### src/rtl/fp_mult_normalizer_pipe_if.sv
// Handshake and data bundle between the multiplier front end, the normalizer and the packer.
// The member names match the original ports so that existing connections map across unchanged.
interface fp_mult_normalizer_pipe_if #(
  parameter int EXP_WIDTH      = 8,
  parameter int MANTISSA_WIDTH = 23
);
  logic                            valid_in;
  logic                            ready_out;
  logic                            sign_in;
  logic [EXP_WIDTH+1:0]            expoent_in;
  logic [2*(MANTISSA_WIDTH+1)-1:0] result_in;
  logic                            carry_in;
  logic                            valid_out;
  logic                            ready_in;
  logic                            sign_out;
  logic [EXP_WIDTH-1:0]            normal_e_out;
  logic [MANTISSA_WIDTH:0]         normal_m_out;
  logic                            overflow_out;
  logic                            underflow_out;
  logic                            inexact_out;

  modport master (
    output valid_in, sign_in, expoent_in, result_in, carry_in, ready_in,
    input  ready_out, valid_out, sign_out, normal_e_out, normal_m_out,
           overflow_out, underflow_out, inexact_out
  );

  modport slave (
    input  valid_in, sign_in, expoent_in, result_in, carry_in, ready_in,
    output ready_out, valid_out, sign_out, normal_e_out, normal_m_out,
           overflow_out, underflow_out, inexact_out
  );
endinterface

### src/rtl/fp_mult_normalizer_pipe.sv
// Two-stage normalizer for the FP multiplier: stage 1 normalizes the raw product, stage 2
// rounds to nearest-even and classifies the result as zero, overflow, underflow or normal.
module fp_mult_normalizer_pipe #(
  parameter int EXP_WIDTH      = 8,
  parameter int MANTISSA_WIDTH = 23
) (
  input logic                     clk_in,
  input logic                     rst_n_in,
  fp_mult_normalizer_pipe_if.slave bus
);
  localparam int W  = 2 * (MANTISSA_WIDTH + 1);
  localparam int XW = EXP_WIDTH + 3;
  localparam logic signed [XW-1:0] EXP_MAX = {3'b000, {EXP_WIDTH{1'b1}}};

  logic                       r_s1_valid, r_s1_sign, r_s1_zero, r_s1_carry;
  logic                       r_s1_guard, r_s1_sticky;
  logic [MANTISSA_WIDTH:0]    r_s1_mant;
  logic signed [XW-1:0]       r_s1_exp;

  logic                       r_s2_valid, r_sign, r_of, r_uf, r_inx;
  logic [EXP_WIDTH-1:0]       r_e;
  logic [MANTISSA_WIDTH:0]    r_m;

  logic                       w_ready, w_s2_en;
  logic                       w_n_guard, w_n_sticky;
  logic [MANTISSA_WIDTH:0]    w_n_mant;
  logic signed [XW-1:0]       w_exp_ext, w_n_exp;

  logic                       w_rnd_up;
  logic [MANTISSA_WIDTH+1:0]  w_rnd_sum;
  logic [MANTISSA_WIDTH:0]    w_fin_mant;
  logic signed [XW-1:0]       w_fin_exp;
  logic [EXP_WIDTH-1:0]       w_o_e;
  logic [MANTISSA_WIDTH:0]    w_o_m;
  logic                       w_o_of, w_o_uf, w_o_inx;

  // Stage 1 may take a beat when it is empty even if stage 2 is stalled.
  assign w_ready = !r_s2_valid || bus.ready_in || !r_s1_valid;
  assign w_s2_en = !r_s2_valid || bus.ready_in;

  always_comb begin
    w_exp_ext = {bus.expoent_in[EXP_WIDTH+1], bus.expoent_in};
    if (bus.result_in[W-1]) begin
      w_n_mant   = bus.result_in[W-1 -: MANTISSA_WIDTH+1];
      w_n_guard  = bus.result_in[W-2-MANTISSA_WIDTH];
      w_n_sticky = |bus.result_in[W-3-MANTISSA_WIDTH:0];
      w_n_exp    = w_exp_ext + XW'(1);
    end else begin
      w_n_mant   = bus.result_in[W-2 -: MANTISSA_WIDTH+1];
      w_n_guard  = bus.result_in[W-3-MANTISSA_WIDTH];
      w_n_sticky = |bus.result_in[W-4-MANTISSA_WIDTH:0];
      w_n_exp    = w_exp_ext;
    end
  end

  always_comb begin
    w_rnd_up  = r_s1_guard && (r_s1_sticky || r_s1_mant[0]);
    w_rnd_sum = {1'b0, r_s1_mant} + {{(MANTISSA_WIDTH+1){1'b0}}, w_rnd_up};
    if (w_rnd_sum[MANTISSA_WIDTH+1]) begin
      w_fin_mant = {1'b1, {MANTISSA_WIDTH{1'b0}}};
      w_fin_exp  = r_s1_exp + XW'(1);
    end else begin
      w_fin_mant = w_rnd_sum[MANTISSA_WIDTH:0];
      w_fin_exp  = r_s1_exp;
    end

    w_o_e   = '0;
    w_o_m   = '0;
    w_o_of  = 1'b0;
    w_o_uf  = 1'b0;
    w_o_inx = 1'b0;
    if (r_s1_zero) begin
      w_o_inx = 1'b0;
    end else if (r_s1_carry || (w_fin_exp >= EXP_MAX)) begin
      w_o_e   = '1;
      w_o_of  = 1'b1;
      w_o_inx = 1'b1;
    end else if (w_fin_exp[XW-1] || (w_fin_exp == '0)) begin
      w_o_uf  = 1'b1;
      w_o_inx = 1'b1;
    end else begin
      w_o_e   = w_fin_exp[EXP_WIDTH-1:0];
      w_o_m   = w_fin_mant;
      w_o_inx = r_s1_guard || r_s1_sticky;
    end
  end

  always_ff @(posedge clk_in or negedge rst_n_in) begin
    if (!rst_n_in) begin
      r_s1_valid  <= 1'b0;
      r_s1_sign   <= 1'b0;
      r_s1_zero   <= 1'b0;
      r_s1_carry  <= 1'b0;
      r_s1_guard  <= 1'b0;
      r_s1_sticky <= 1'b0;
      r_s1_mant   <= '0;
      r_s1_exp    <= '0;
    end else if (w_ready) begin
      r_s1_valid <= bus.valid_in;
      if (bus.valid_in) begin
        r_s1_sign   <= bus.sign_in;
        r_s1_zero   <= (bus.result_in == '0);
        r_s1_carry  <= bus.carry_in;
        r_s1_guard  <= w_n_guard;
        r_s1_sticky <= w_n_sticky;
        r_s1_mant   <= w_n_mant;
        r_s1_exp    <= w_n_exp;
      end
    end
  end

  always_ff @(posedge clk_in or negedge rst_n_in) begin
    if (!rst_n_in) begin
      r_s2_valid <= 1'b0;
      r_sign     <= 1'b0;
      r_e        <= '0;
      r_m        <= '0;
      r_of       <= 1'b0;
      r_uf       <= 1'b0;
      r_inx      <= 1'b0;
    end else if (w_s2_en) begin
      r_s2_valid <= r_s1_valid;
      if (r_s1_valid) begin
        r_sign <= r_s1_sign;
        r_e    <= w_o_e;
        r_m    <= w_o_m;
        r_of   <= w_o_of;
        r_uf   <= w_o_uf;
        r_inx  <= w_o_inx;
      end
    end
  end

  assign bus.ready_out     = w_ready;
  assign bus.valid_out     = r_s2_valid;
  assign bus.sign_out      = r_sign;
  assign bus.normal_e_out  = r_e;
  assign bus.normal_m_out  = r_m;
  assign bus.overflow_out  = r_of;
  assign bus.underflow_out = r_uf;
  assign bus.inexact_out   = r_inx;
endmodule

### src/flat_wrapper.sv
// flat-port wrapper written by rule: the top's interface ports become plain ports
module fp_mult_normalizer_pipe_flat 
#(
  parameter int EXP_WIDTH      = 8,
  parameter int MANTISSA_WIDTH = 23
)
  (clk_in, rst_n_in, bus_valid_in, bus_sign_in, bus_expoent_in, bus_result_in, bus_carry_in, bus_ready_in, bus_ready_out, bus_valid_out, bus_sign_out, bus_normal_e_out, bus_normal_m_out, bus_overflow_out, bus_underflow_out, bus_inexact_out);
  fp_mult_normalizer_pipe_if #(.EXP_WIDTH(EXP_WIDTH), .MANTISSA_WIDTH(MANTISSA_WIDTH)) bus_i ();
  input logic clk_in;
  input logic rst_n_in;
  input wire logic [$bits(bus_i.valid_in)-1:0] bus_valid_in;
  input wire logic [$bits(bus_i.sign_in)-1:0] bus_sign_in;
  input wire logic [$bits(bus_i.expoent_in)-1:0] bus_expoent_in;
  input wire logic [$bits(bus_i.result_in)-1:0] bus_result_in;
  input wire logic [$bits(bus_i.carry_in)-1:0] bus_carry_in;
  input wire logic [$bits(bus_i.ready_in)-1:0] bus_ready_in;
  output wire logic [$bits(bus_i.ready_out)-1:0] bus_ready_out;
  output wire logic [$bits(bus_i.valid_out)-1:0] bus_valid_out;
  output wire logic [$bits(bus_i.sign_out)-1:0] bus_sign_out;
  output wire logic [$bits(bus_i.normal_e_out)-1:0] bus_normal_e_out;
  output wire logic [$bits(bus_i.normal_m_out)-1:0] bus_normal_m_out;
  output wire logic [$bits(bus_i.overflow_out)-1:0] bus_overflow_out;
  output wire logic [$bits(bus_i.underflow_out)-1:0] bus_underflow_out;
  output wire logic [$bits(bus_i.inexact_out)-1:0] bus_inexact_out;
  assign bus_i.valid_in = bus_valid_in;
  assign bus_i.sign_in = bus_sign_in;
  assign bus_i.expoent_in = bus_expoent_in;
  assign bus_i.result_in = bus_result_in;
  assign bus_i.carry_in = bus_carry_in;
  assign bus_i.ready_in = bus_ready_in;
  assign bus_ready_out = bus_i.ready_out;
  assign bus_valid_out = bus_i.valid_out;
  assign bus_sign_out = bus_i.sign_out;
  assign bus_normal_e_out = bus_i.normal_e_out;
  assign bus_normal_m_out = bus_i.normal_m_out;
  assign bus_overflow_out = bus_i.overflow_out;
  assign bus_underflow_out = bus_i.underflow_out;
  assign bus_inexact_out = bus_i.inexact_out;
  fp_mult_normalizer_pipe #(.EXP_WIDTH(EXP_WIDTH), .MANTISSA_WIDTH(MANTISSA_WIDTH)) u_core (.clk_in(clk_in), .rst_n_in(rst_n_in), .bus(bus_i));
endmodule
### config.mk
export PLATFORM = sky130hd
export DESIGN_NAME = fp_mult_normalizer_pipe_flat
export DESIGN_NICKNAME = d
export VERILOG_FILES = /design/src/rtl/fp_mult_normalizer_pipe_if.sv /design/src/rtl/fp_mult_normalizer_pipe.sv /design/src/flat_wrapper.sv
export SDC_FILE = /design/constraint.sdc
export NUM_CORES = 1
export LEC_CHECK = 0
export ABC_AREA = 1
export BUFFER_PORTS_ARGS = -buffer_cell sky130_fd_sc_hd__buf_2
export CORE_MARGIN = 5
export CORE_UTILIZATION = 35
export DETAILED_ROUTE_END_ITERATION = 10
export MAX_ROUTING_LAYER = met4
export SYNTH_ARGS = -nofsm -noshare
export SYNTH_HDL_FRONTEND = slang
export SYNTH_SLANG_ARGS = --single-unit
### constraint.sdc
create_clock -name clk_in -period 4.2 [get_ports clk_in]
set_clock_uncertainty 0.05 [all_clocks]
set_input_delay 0.42 -clock clk_in [delete_from_list [all_inputs] [get_ports clk_in]]
set_output_delay 0.42 -clock clk_in [all_outputs]
set_load 0.005 [all_outputs]
* After elaboration in Yosys (flattened, before gate mapping)
Index checks and enable logic that the tools add are counted.
** Cells by class
- $lt $le $gt $ge :: 1
- Reductions and logical operators :: 15
- Add/subtract/negate cells :: 3
- Mux-type cells :: 20
** Operators by type and width (number)
- $mux 24 :: 5
- $logic_not 48->1 :: 1
- $add 24x1->25 :: 1
- $mux 8 :: 3
- $reduce_or 23->1 :: 1
- $mux 11 :: 2
- $reduce_or 22->1 :: 1
- $add 10x2->11 const B :: 1
- $add 11x2->11 const B :: 1
- $ge 11x9->1 const B :: 1
- $logic_not 11->1 :: 1
- $mux 1 :: 10
- $logic_or 1x1->1 :: 6
- $reduce_and 2->1 :: 2
- $logic_not 1->1 :: 2
- $logic_and 1x1->1 :: 1
** Word-level totals
- Output and inout bits :: 38
- Bits of input ports :: 64
- Register bits :: 78
- Word-level logic and storage cells :: 54

* Depth between registers and ports, before layout
Gate-level depths: netlist of run 1.
- Depth in word-level cells :: 9
- Depth in mapped cells :: 19
- Mapped depth without buffers :: 17

* Least setup slack after synthesis of run 1
OpenSTA, ideal clock, no wires.
- Path kind :: reg2reg
- Start point :: register u_core.r_s1_sticky
- End point :: register u_core.r_m[14] (netlist: u_core.bus.normal_m_out[14])
- Path slack :: 1.769 ns
- Required time :: 4.032 ns
- Clock period less this slack :: 2.431 ns
- Arrival :: 2.263 ns
- Buffers on the path :: 2
- Library setup time :: 0.118 ns
- Cell stages (with the launch flop) :: 18
- Cell sequence :: dfrtp_1 > nor2_1 > nor2_1 > ha_1 > ha_1 > nand3_2 > nor3_4 > buf_4 > nand3_1 > nand2_2 > nand2_1 > nor2_1 > nand2_1 > nor2_4 > nor2_8 > buf_6 > nand4_1 > nand2_1
** On the way
- Word-level cells in the longest chain between the ends :: 9
- Elaborated cells between the ends (all ways) :: 12
- Those cells by class :: add/sub (1); order compare (1); mux (5); reduce/logical (5)
** Ends and longest elaborated chain
- from (decl) :: line fp_mult_normalizer_pipe.sv:16 : logic r_s1_guard, r_s1_sticky;
- from (signal assigned) :: line fp_mult_normalizer_pipe.sv:105 : r_s1_sticky <= w_n_sticky;
- $logic_or 1x1->1 * :: line fp_mult_normalizer_pipe.sv:57 : w_rnd_up = r_s1_guard && (r_s1_sticky || r_s1_mant[0]);
- $logic_and 1x1->1 * :: line fp_mult_normalizer_pipe.sv:57
- $add 24x1->25 * :: line fp_mult_normalizer_pipe.sv:58 : w_rnd_sum = {1'b0, r_s1_mant} + {{(MANTISSA_WIDTH+1){1'b0}}, w_rnd_up};
- branches (longest 4 deep; another with $ge 11x9->1)
- $mux 24 * :: line fp_mult_normalizer_pipe.sv:74 : end else if (r_s1_carry || (w_fin_exp >= EXP_MAX)) begin
- $mux 24 * :: line fp_mult_normalizer_pipe.sv:72 : if (r_s1_zero) begin
- to (signal assigned) :: line fp_mult_normalizer_pipe.sv:126 : r_m <= w_o_m;
- to (decl) :: line fp_mult_normalizer_pipe.sv:22 : logic [MANTISSA_WIDTH:0] r_m;
Every way passes the cells marked *.
A chain may end at the register's enable or synchronous reset.

* Worst setup path after layout of run 1
- Start point :: register u_core.r_s1_mant[0]
- End point :: register u_core.r_e[7] (netlist: u_core.bus.normal_e_out[7])
** On the way
- Word-level cells in the longest chain between the ends :: 9
- Elaborated cells between the ends (all ways) :: 11
- Those cells by class :: add/sub (1); order compare (1); mux (4); reduce/logical (5)
** Ends and longest elaborated chain
- from (decl) :: line fp_mult_normalizer_pipe.sv:17 : logic [MANTISSA_WIDTH:0] r_s1_mant;
- from (signal assigned) :: line fp_mult_normalizer_pipe.sv:106 : r_s1_mant <= w_n_mant;
- $logic_or 1x1->1 :: line fp_mult_normalizer_pipe.sv:57
- $logic_and 1x1->1 :: line fp_mult_normalizer_pipe.sv:57
- $add 24x1->25 * :: line fp_mult_normalizer_pipe.sv:58
- $mux 11 * :: line fp_mult_normalizer_pipe.sv:59 : if (w_rnd_sum[MANTISSA_WIDTH+1]) begin
- branches (longest 3 deep; another with $ge 11x9->1)
- $mux 8 * :: line fp_mult_normalizer_pipe.sv:74
- $mux 8 * :: line fp_mult_normalizer_pipe.sv:72
- to (signal assigned) :: line fp_mult_normalizer_pipe.sv:125 : r_e <= w_o_e;
- to (decl) :: line fp_mult_normalizer_pipe.sv:21 : logic [EXP_WIDTH-1:0] r_e;
Marks and branches as above.

==> summary.txt, run 1 <==
Timing
  • RSZ-0062 raised after global routing: no
  • Final min period: 3320 ps
  • Hold violation count in the final report: 0
  • TNS Setup: 0 ps
  • Fin crit share: 0.791
  • Max Slew Vio Count: 0
  • Slew Limit Headroom: 0.362
  • Slew at the pin closest to its max-slew limit: 957 ps
  • Fmax: 301 MHz
  • Final setup violation count: 0

Cells and area
  • Fin util: 0.425
  • Area Growth Syn to Fin: 18.4%
  • Post-route cell area: 0.00565 sq mm
  • Commonest non-fill, non-tap cell in the layout: nand2_1
  • Final nets: 820
  • Diode count: 0
  • Filler cells: 1429
  • Layout cell share with drive strength beyond 1: 0.197
  • Most frequent cells in the layout: nand2_1, buf_2, dfrtp_1

Logic synthesis
  • Post-synthesis xor/xnor area fraction: 0.0348
  • Syn Nets: 733
  • Asr flop ratio synth: 1.00
  • Largest family of logic cells by synthesized area: simple AND/OR/NAND/NOR gates
  • Post-synth EDFFs: 0
  • Adder-cell share of the synthesized area: 0.0105
  • Top_reg_cell synth: dfrtp_1
  • Yosys cell types: 37
  • Sequential share of the synthesized area: 0.409
  • Mux cell area share after synthesis: 0
  • Post-Syn Instances: 665
  • Simple-gate portion of the synthesized area: 0.381
  • Syn. warnings: 0
  • Yosys reg bits: 78
  • Cell Area, Synth: 0.00478 sq mm
  • Mean Syn Cell Area: 7.18 sq um
  • Synth Area in Compound Gates: 0.0896

Power and ir drop
  • Gate power share: 0.274
  • Clock share of power: 0.294
  • Switch share: 0.345
  • Internal power: 1.57 mW
  • Pwr dens: 423 mW/mm^2
  • Worst VDD drop: 0.180 mV
  • Sequential Power Share: 0.432
  • Net Switching: 826 uW
  • Leak Pwr: 2.87 nW

Global routing
  • Vias in the first global route: 4359
  • GRT overflow: 0
  • Largest net degree at the start of global routing: 79
  • First-pass GRT wire length: 21600 microns
  • Gr usage total: 0.168
  • Initial antenna violation count: 0

Floorplan
  • I/O Pins: 102
  • Row cnt: 42
  • Die area: 0.0161 sq mm
  • Die Height: 127 microns
  • Die X: 127 microns
  • Core Region: 0.0133 sq mm
  • Initial Utilization: 0.359

Setup path
  • CP max stage delay: 450 ps
  • Critical path's slowest cell: nor3_4
  • Crit path top cell by count: nand2_1
  • Worst endpoint required time: 4370 ps
  • Cells on worst reg2reg path: 17
  • Critical Path, Cell by Cell: nor2_1 > nor2_1 > ha_1 > ha_1 > nand3_2 > nor3_4 > nand2_4 > inv_1 > nand2_1 > nand2_1 > nand2_1 > nor2_2 > o21ai_2 > nand2_2 > nand2_2 > nand2_2 > nand2_1
  • Reg2reg start: u_core.r_s1_mant[0]$_DFFE_PN0P_
  • R2r endpoint: u_core.bus.normal_e_out[7]$_DFFE_PN0P_
  • Setup crit start kind: register
  • Crit Path Class: reg -> reg
  • Crit path DAT: 3490 ps
  • Crit end category: register
  • Internal reg-to-reg setup slack: 880 ps
  • CP max FO: 20

Clocking
  • Post-CTS setup buffers: 0
  • TritonCTS Buffers: 9
  • # H-tree levels: 3
  • CTS clock-pin slew for the worst setup and hold paths: 60 ps
  • CTS tree: built
  • Hold buffer count at cts: 0
  • Insertion delay of the later-clocked pin in the worst-skew pair: 340 ps
  • Largest buffer count on any clock path: 2
  • Post_cts resized: 0
  • CTS sink cnt: 78
  • Root Buffer: clkbuf_16

Place
  • Final Wtd Congestion: 0.824
  • # port buffers: 101
  • Post-DP Area: 0.00539 sq mm
  • Hpwl dp: 9980 microns

Worst hold path
  • Hold Crit Class: in -> async

Job
  • Max-Cap Viols: 0

Drt
  • DR DRC count: 0
  • Metal-1 WL: 6460 microns
  • First-pass DRT Iterations: 5
  • Routed WL: 12800 microns
  • Post-DRT Antenna Nets: 0
  • Top sig layer: met4
  • First DRT Iteration DRCs: 326
  • Drt wl/cell: 13.7 microns
  • WL met3: 755 microns
  • Routed met2 length: 5340 microns
  • Number of vias per cell: 4.92
  • Vias: 4593

Run status
  • Status: finished, final reports clean
-- power by group through the flow --
stage               Combinational [mW]  Sequential, mW  Clock (mW)
detailed placement               0.661            1.04           0
global route                     0.754            1.05       0.754
global placement                 0.653            1.04           0
CTS                              0.664            1.03       0.714
finish                           0.655            1.03       0.704
floorplan                        0.422            1.02           0
-- area by class of cell --
type | count | area (sq um) | share of cell area
inverters | 58 | 218 | 0.0385
clock inverters | 1 | 5.00 | 0.000885
multi-input cells | 502 | 2470 | 0.436
well taps | 176 | 220 | 0.0389
repair buffers | 103 | 536 | 0.0947
clock buffers | 15 | 258 | 0.0456
flip-flops and latches | 78 | 1950 | 0.345
-- flip-flops by register name (all words and copies together) (netlist names) --
name	count
u_core.r_s1_exp	11
u_core.bus.normal_m_out	24
u_core.bus.underflow_out	1
u_core.r_s1_zero	1
u_core.r_s1_sticky	1
u_core.bus.sign_out	1
u_core.r_s1_guard	1
u_core.r_s1_valid	1
u_core.r_s1_carry	1
u_core.bus.normal_e_out	8
u_core.bus.valid_out	1
u_core.bus.inexact_out	1
u_core.r_s1_mant	24
u_core.r_s1_sign	1
u_core.bus.overflow_out	1
-- synthesized netlist by cell type (4+ instances only) --
library cell | n | area (sq um)
dfrtp_1 | 78 | 1950
nand4_1 | 32 | 200
nand2_1 | 215 | 807
o22ai_1 | 4 | 25.0
nand2_2 | 18 | 113
o211ai_1 | 6 | 45.0
nor2_1 | 75 | 282
clkbuf_1 | 18 | 67.6
xnor2_1 | 8 | 70.1
nand3_1 | 24 | 120
nor3_1 | 11 | 55.1
a21oi_1 | 8 | 40.0
ha_1 | 4 | 50.1
o21ai_0 | 31 | 155
a31oi_1 | 20 | 125
nor4_1 | 12 | 75.1
nor2_2 | 6 | 37.5
xor2_1 | 11 | 96.3
buf_6 | 4 | 45.0
inv_1 | 57 | 214
-- worst max path at each step --
stage,from,to,slack (ps),cells after the start
after floorplan,u_core.r_s1_sticky$_DFFE_PN0P_,u_core.bus.normal_m_out[14]$_DFFE_PN0P_,1770,17
after global placement,u_core.r_s1_mant[0]$_DFFE_PN0P_,u_core.bus.normal_e_out[5]$_DFFE_PN0P_,1070,17
after detailed placement,u_core.r_s1_mant[0]$_DFFE_PN0P_,u_core.bus.inexact_out$_DFFE_PN0P_,870,17
after CTS,u_core.r_s1_mant[0]$_DFFE_PN0P_,u_core.bus.normal_e_out[7]$_DFFE_PN0P_,870,17
after global routing,u_core.r_s1_mant[0]$_DFFE_PN0P_,u_core.bus.overflow_out$_DFFE_PN0P_,450,17
final,u_core.r_s1_mant[0]$_DFFE_PN0P_,u_core.bus.normal_e_out[7]$_DFFE_PN0P_,880,17
-- critical path: cells and delay by family (launching register included) --
family	cells	cell delay, ps
AND/OR/NAND/NOR	13	2200
flip-flops	1	380
buffers and inverters	1	120
adder cells (fa/ha/maj)	2	370
AO/OA/AOI/OAI	1	70
-- metal layers --
layer	vias to the layer above	global-route usage
met5	-	-
met4	0	0.0562
met3	14	0.0290
met2	155	0.237
met1	2072	0.243
li1	2352	-
-- cell families (layout without fill, tap and decap cells) --
kind of cell               Yosys count  count (layout)
AOI/OAI and AO/OA                   74              74
and+or+nand+nor                    405             405
adders and majority gates            4               4
buffers and inverters               85             177
DFF                                 78              78
xor gates and xnor gates            19              19
-- stage by stage --
stage / cells / worst slack (ps) / total power [mW] / hold WS (ps)
floorplan: 665 / 1770 / 1.44 / 74.4
global placement: 917 / 1070 / 1.69 / 414
detailed placement: 917 / 871 / 1.70 / 413
CTS: 933 / 869 / 2.41 / 235
global route: 933 / 448 / 2.56 / 269
finish: 933 / 876 / 2.39 / 184
No activity file was read; power rests on OpenSTA's default activity.
==> run 2, diff against run 1 <==
==> constraint.sdc (replaced) <==
create_clock -name clk_in -period 3 [get_ports clk_in]
set_clock_uncertainty 0.05 [all_clocks]
set_input_delay 0.3 -clock clk_in [delete_from_list [all_inputs] [get_ports clk_in]]
set_output_delay 0.3 -clock clk_in [all_outputs]
set_load 0.005 [all_outputs]
==> run 2 against run 1 <==
Register-to-register slack worse by 690 ps. Final area up 2.7%. Flip-flop and latch count unchanged. Critical path depth down 1. Global-route usage up 0.15 points. Sequential power up 40%. Combinational power up 43%. Via count down 0.52%. Core utilization up 1.1 points. First-iteration DRC count down 19%. Clock power up 85%. Maximum frequency up 18%. Largest cell class unchanged. Highest routed layer unchanged.
==> summary.txt, run 2 (synthesis gave the netlist of run 1 again) <==
Run status
  • Status: finished, final reports clean

Timing
  • Fin crit share: 0.937 (+0.145)
  • WHS: 78.1 ps (-106 ps)
  • Fmax: 356 MHz (+18%)
  • Final setup violation count: 0 (unchanged)
  • Max Slew Vio Count: 0 (unchanged)
  • RSZ-0062 raised after global routing: yes
  • Slew Limit Headroom: 0.342 (-0.0199)
  • Slew at the pin closest to its max-slew limit: 987 ps (+29.9 ps)
  • TNS Setup: 0 ps (unchanged)
  • Hold violation count in the final report: 0 (unchanged)
  • Final min period: 2810 ps (-513 ps)

Drt
  • DR DRC count: 0 (unchanged)
  • Routed WL: 13100 microns (+3.0%)
  • Number of vias per cell: 4.86 (-1.3%)
  • Drt wl/cell: 14.0 microns (+2.2%)
  • Post-DRT Antenna Nets: 0 (unchanged)
  • First DRT Iteration DRCs: 264 (-19%)
  • Vias: 4569 (-0.52%)
  • First-pass DRT Iterations: 4 (-1)

Power and ir drop
  • Internal power: 2.52 mW (+61%)
  • Switch share: 0.318 (-0.0278)
  • Gate power share: 0.255 (-0.019)
  • Sequential Power Share: 0.392 (-0.040)
  • Pwr dens: 635 mW/mm^2 (+50%)
  • Net Switching: 1.17 mW (+42%)
  • Worst VDD drop: 0.250 mV (+39%)
  • Clock share of power: 0.354 (+0.060)
  • Leak Pwr: 2.95 nW (+2.8%)

Setup path
  • Internal reg-to-reg setup slack: 190 ps (-690 ps)
  • Crit path DAT: 2980 ps (-510 ps)
  • Crit end category: register
  • Setup crit start kind: register
  • CP max FO: 9 (-55%)
  • Worst endpoint required time: 3170 ps (-1200 ps)
  • Crit Path Class: reg -> reg

Floorplan
  • I/O Pins: 102 (unchanged)
  • Row cnt: 42 (unchanged)
  • Die Height: 127 microns (unchanged)
  • Initial Utilization: 0.359 (unchanged)
  • Die area: 0.0161 sq mm (unchanged)
  • Die X: 127 microns (unchanged)
  • Core Region: 0.0133 sq mm (unchanged)

Place
  • Post-DP Area: 0.00543 sq mm (+0.74%)
  • Hpwl dp: 10100 microns (+1.1%)
  • # port buffers: 101 (unchanged)
  • Final Wtd Congestion: 0.833 (+1.1%)

Clocking
  • Insertion delay of the later-clocked pin in the worst-skew pair: 330 ps (about the same)
  • CTS clock-pin slew for the worst setup and hold paths: 60 ps (about the same)
  • CTS sink cnt: 78 (unchanged)
  • Largest buffer count on any clock path: 2 (unchanged)
  • # H-tree levels: 3 (unchanged)
  • CTS tree: built
  • Root Buffer: clkbuf_16
  • TritonCTS Buffers: 9 (unchanged)

Global routing
  • Initial antenna violation count: 0 (unchanged)
  • Vias in the first global route: 4476 (+2.7%)
  • First-pass GRT wire length: 21800 microns (+1.1%)
  • Gr usage total: 0.169 (+0.00148)
  • GRT overflow: 0 (unchanged)
  • Largest net degree at the start of global routing: 79 (unchanged)

Cells and area
  • Most frequent cells in the layout: nand2_1, buf_2, dfrtp_1
  • Commonest non-fill, non-tap cell in the layout: nand2_1
  • Final nets: 828 (+0.98%)
  • Layout cell share with drive strength beyond 1: 0.209 (+0.0126)
  • Diode count: 0 (unchanged)
  • Reg area: 0.00195 sq mm (unchanged)
  • Fin util: 0.437 (+0.0113)
  • Area of the multi-input gates: 0.00248 sq mm (+0.51%)
  • Area Growth Syn to Fin: 21.5%
  • Filler cells: 1381 (-3.4%)
  • Post-route cell area: 0.00580 sq mm (+2.7%)

Job
  • Max-Cap Viols: 0 (unchanged)

Worst hold path
  • Hold Crit Class: in -> async
## run 2: cell count changes in the layout (fill, tap and decap cells not counted), sizes merged
cell	delta
clkbuf	-4
bufinv	+4
clkinv	-1
buf	+8
## run 2: routing by layer
layer  global-route usage  part of all wire
met5                    -                 0
met4               0.0416            0.0097
met3               0.0290             0.040
met2                0.248              0.43
met1                0.245              0.52
## run 2: layout make-up
type                    instances  share of cell area
inverters                      58              0.0375
clock buffers                  11              0.0401
clock inverters                 4              0.0207
well taps                     176              0.0379
repair buffers                111               0.100
flip-flops and latches         78               0.336
multi-input cells             502               0.427
## run 2: worst paths after layout
kind | start | endpoint | cells past startpoint
min | rst_n_in | u_core.r_s1_exp[7]$_DFFE_PN0P_ | 1
max | u_core.r_s1_mant[0]$_DFFE_PN0P_ | u_core.bus.normal_e_out[7]$_DFFE_PN0P_ | 16
min in group clk_in | bus_sign_in | u_core.r_s1_sign$_DFFE_PN0P_ | 3
max in group asynchronous | rst_n_in | u_core.bus.normal_m_out[18]$_DFFE_PN0P_ | 1
min reg2reg | u_core.bus.normal_m_out[16]$_DFFE_PN0P_ | u_core.bus.normal_m_out[16]$_DFFE_PN0P_ | 2
max reg2reg | u_core.r_s1_mant[0]$_DFFE_PN0P_ | u_core.bus.normal_e_out[7]$_DFFE_PN0P_ | 16
## run 2: per-stage QoR
step | instances | total power [mW] | worst slack, ps
3_5_place_dp | 924 | 2.40 | 262
3_3_place_gp | 924 | 2.37 | 367
5_1_grt | 940 | 3.93 | -36.1
4_1_cts | 939 | 3.72 | 183
2_1_floorplan | 665 | 2.01 | 569
6_report | 940 | 3.69 | 190
## run 2: timing repair
action,4_1_cts,5_1_grt
gates resized for setup,0,3
hold buffers,0,0
endpoints found under the setup margin,0,6
buffers inserted,0,1
## run 2: critical path, stage by stage, from the launching register on
cell and delay, ps:
dfrtp_1 370, nor2_1 60, nor2_1 100, ha_1 180
ha_1 200, nand3_2 160, nor3_4 300, buf_4 210
nand3_1 80, nand2_1 130, nand2_1 60, nor2_1 200
nand3_2 220, nand2_4 150, nor2_1 50, a21oi_1 120
nand2_1 60
## run 2: power by group through the flow
stage | combinational [mW] | sequential (mW) | clock [mW]
floorplan | 0.591 | 1.42 | 0
global placement | 0.924 | 1.45 | 0
detailed placement | 0.939 | 1.46 | 0
CTS | 0.947 | 1.44 | 1.33
global route | 1.08 | 1.48 | 1.37
finish | 0.939 | 1.44 | 1.30
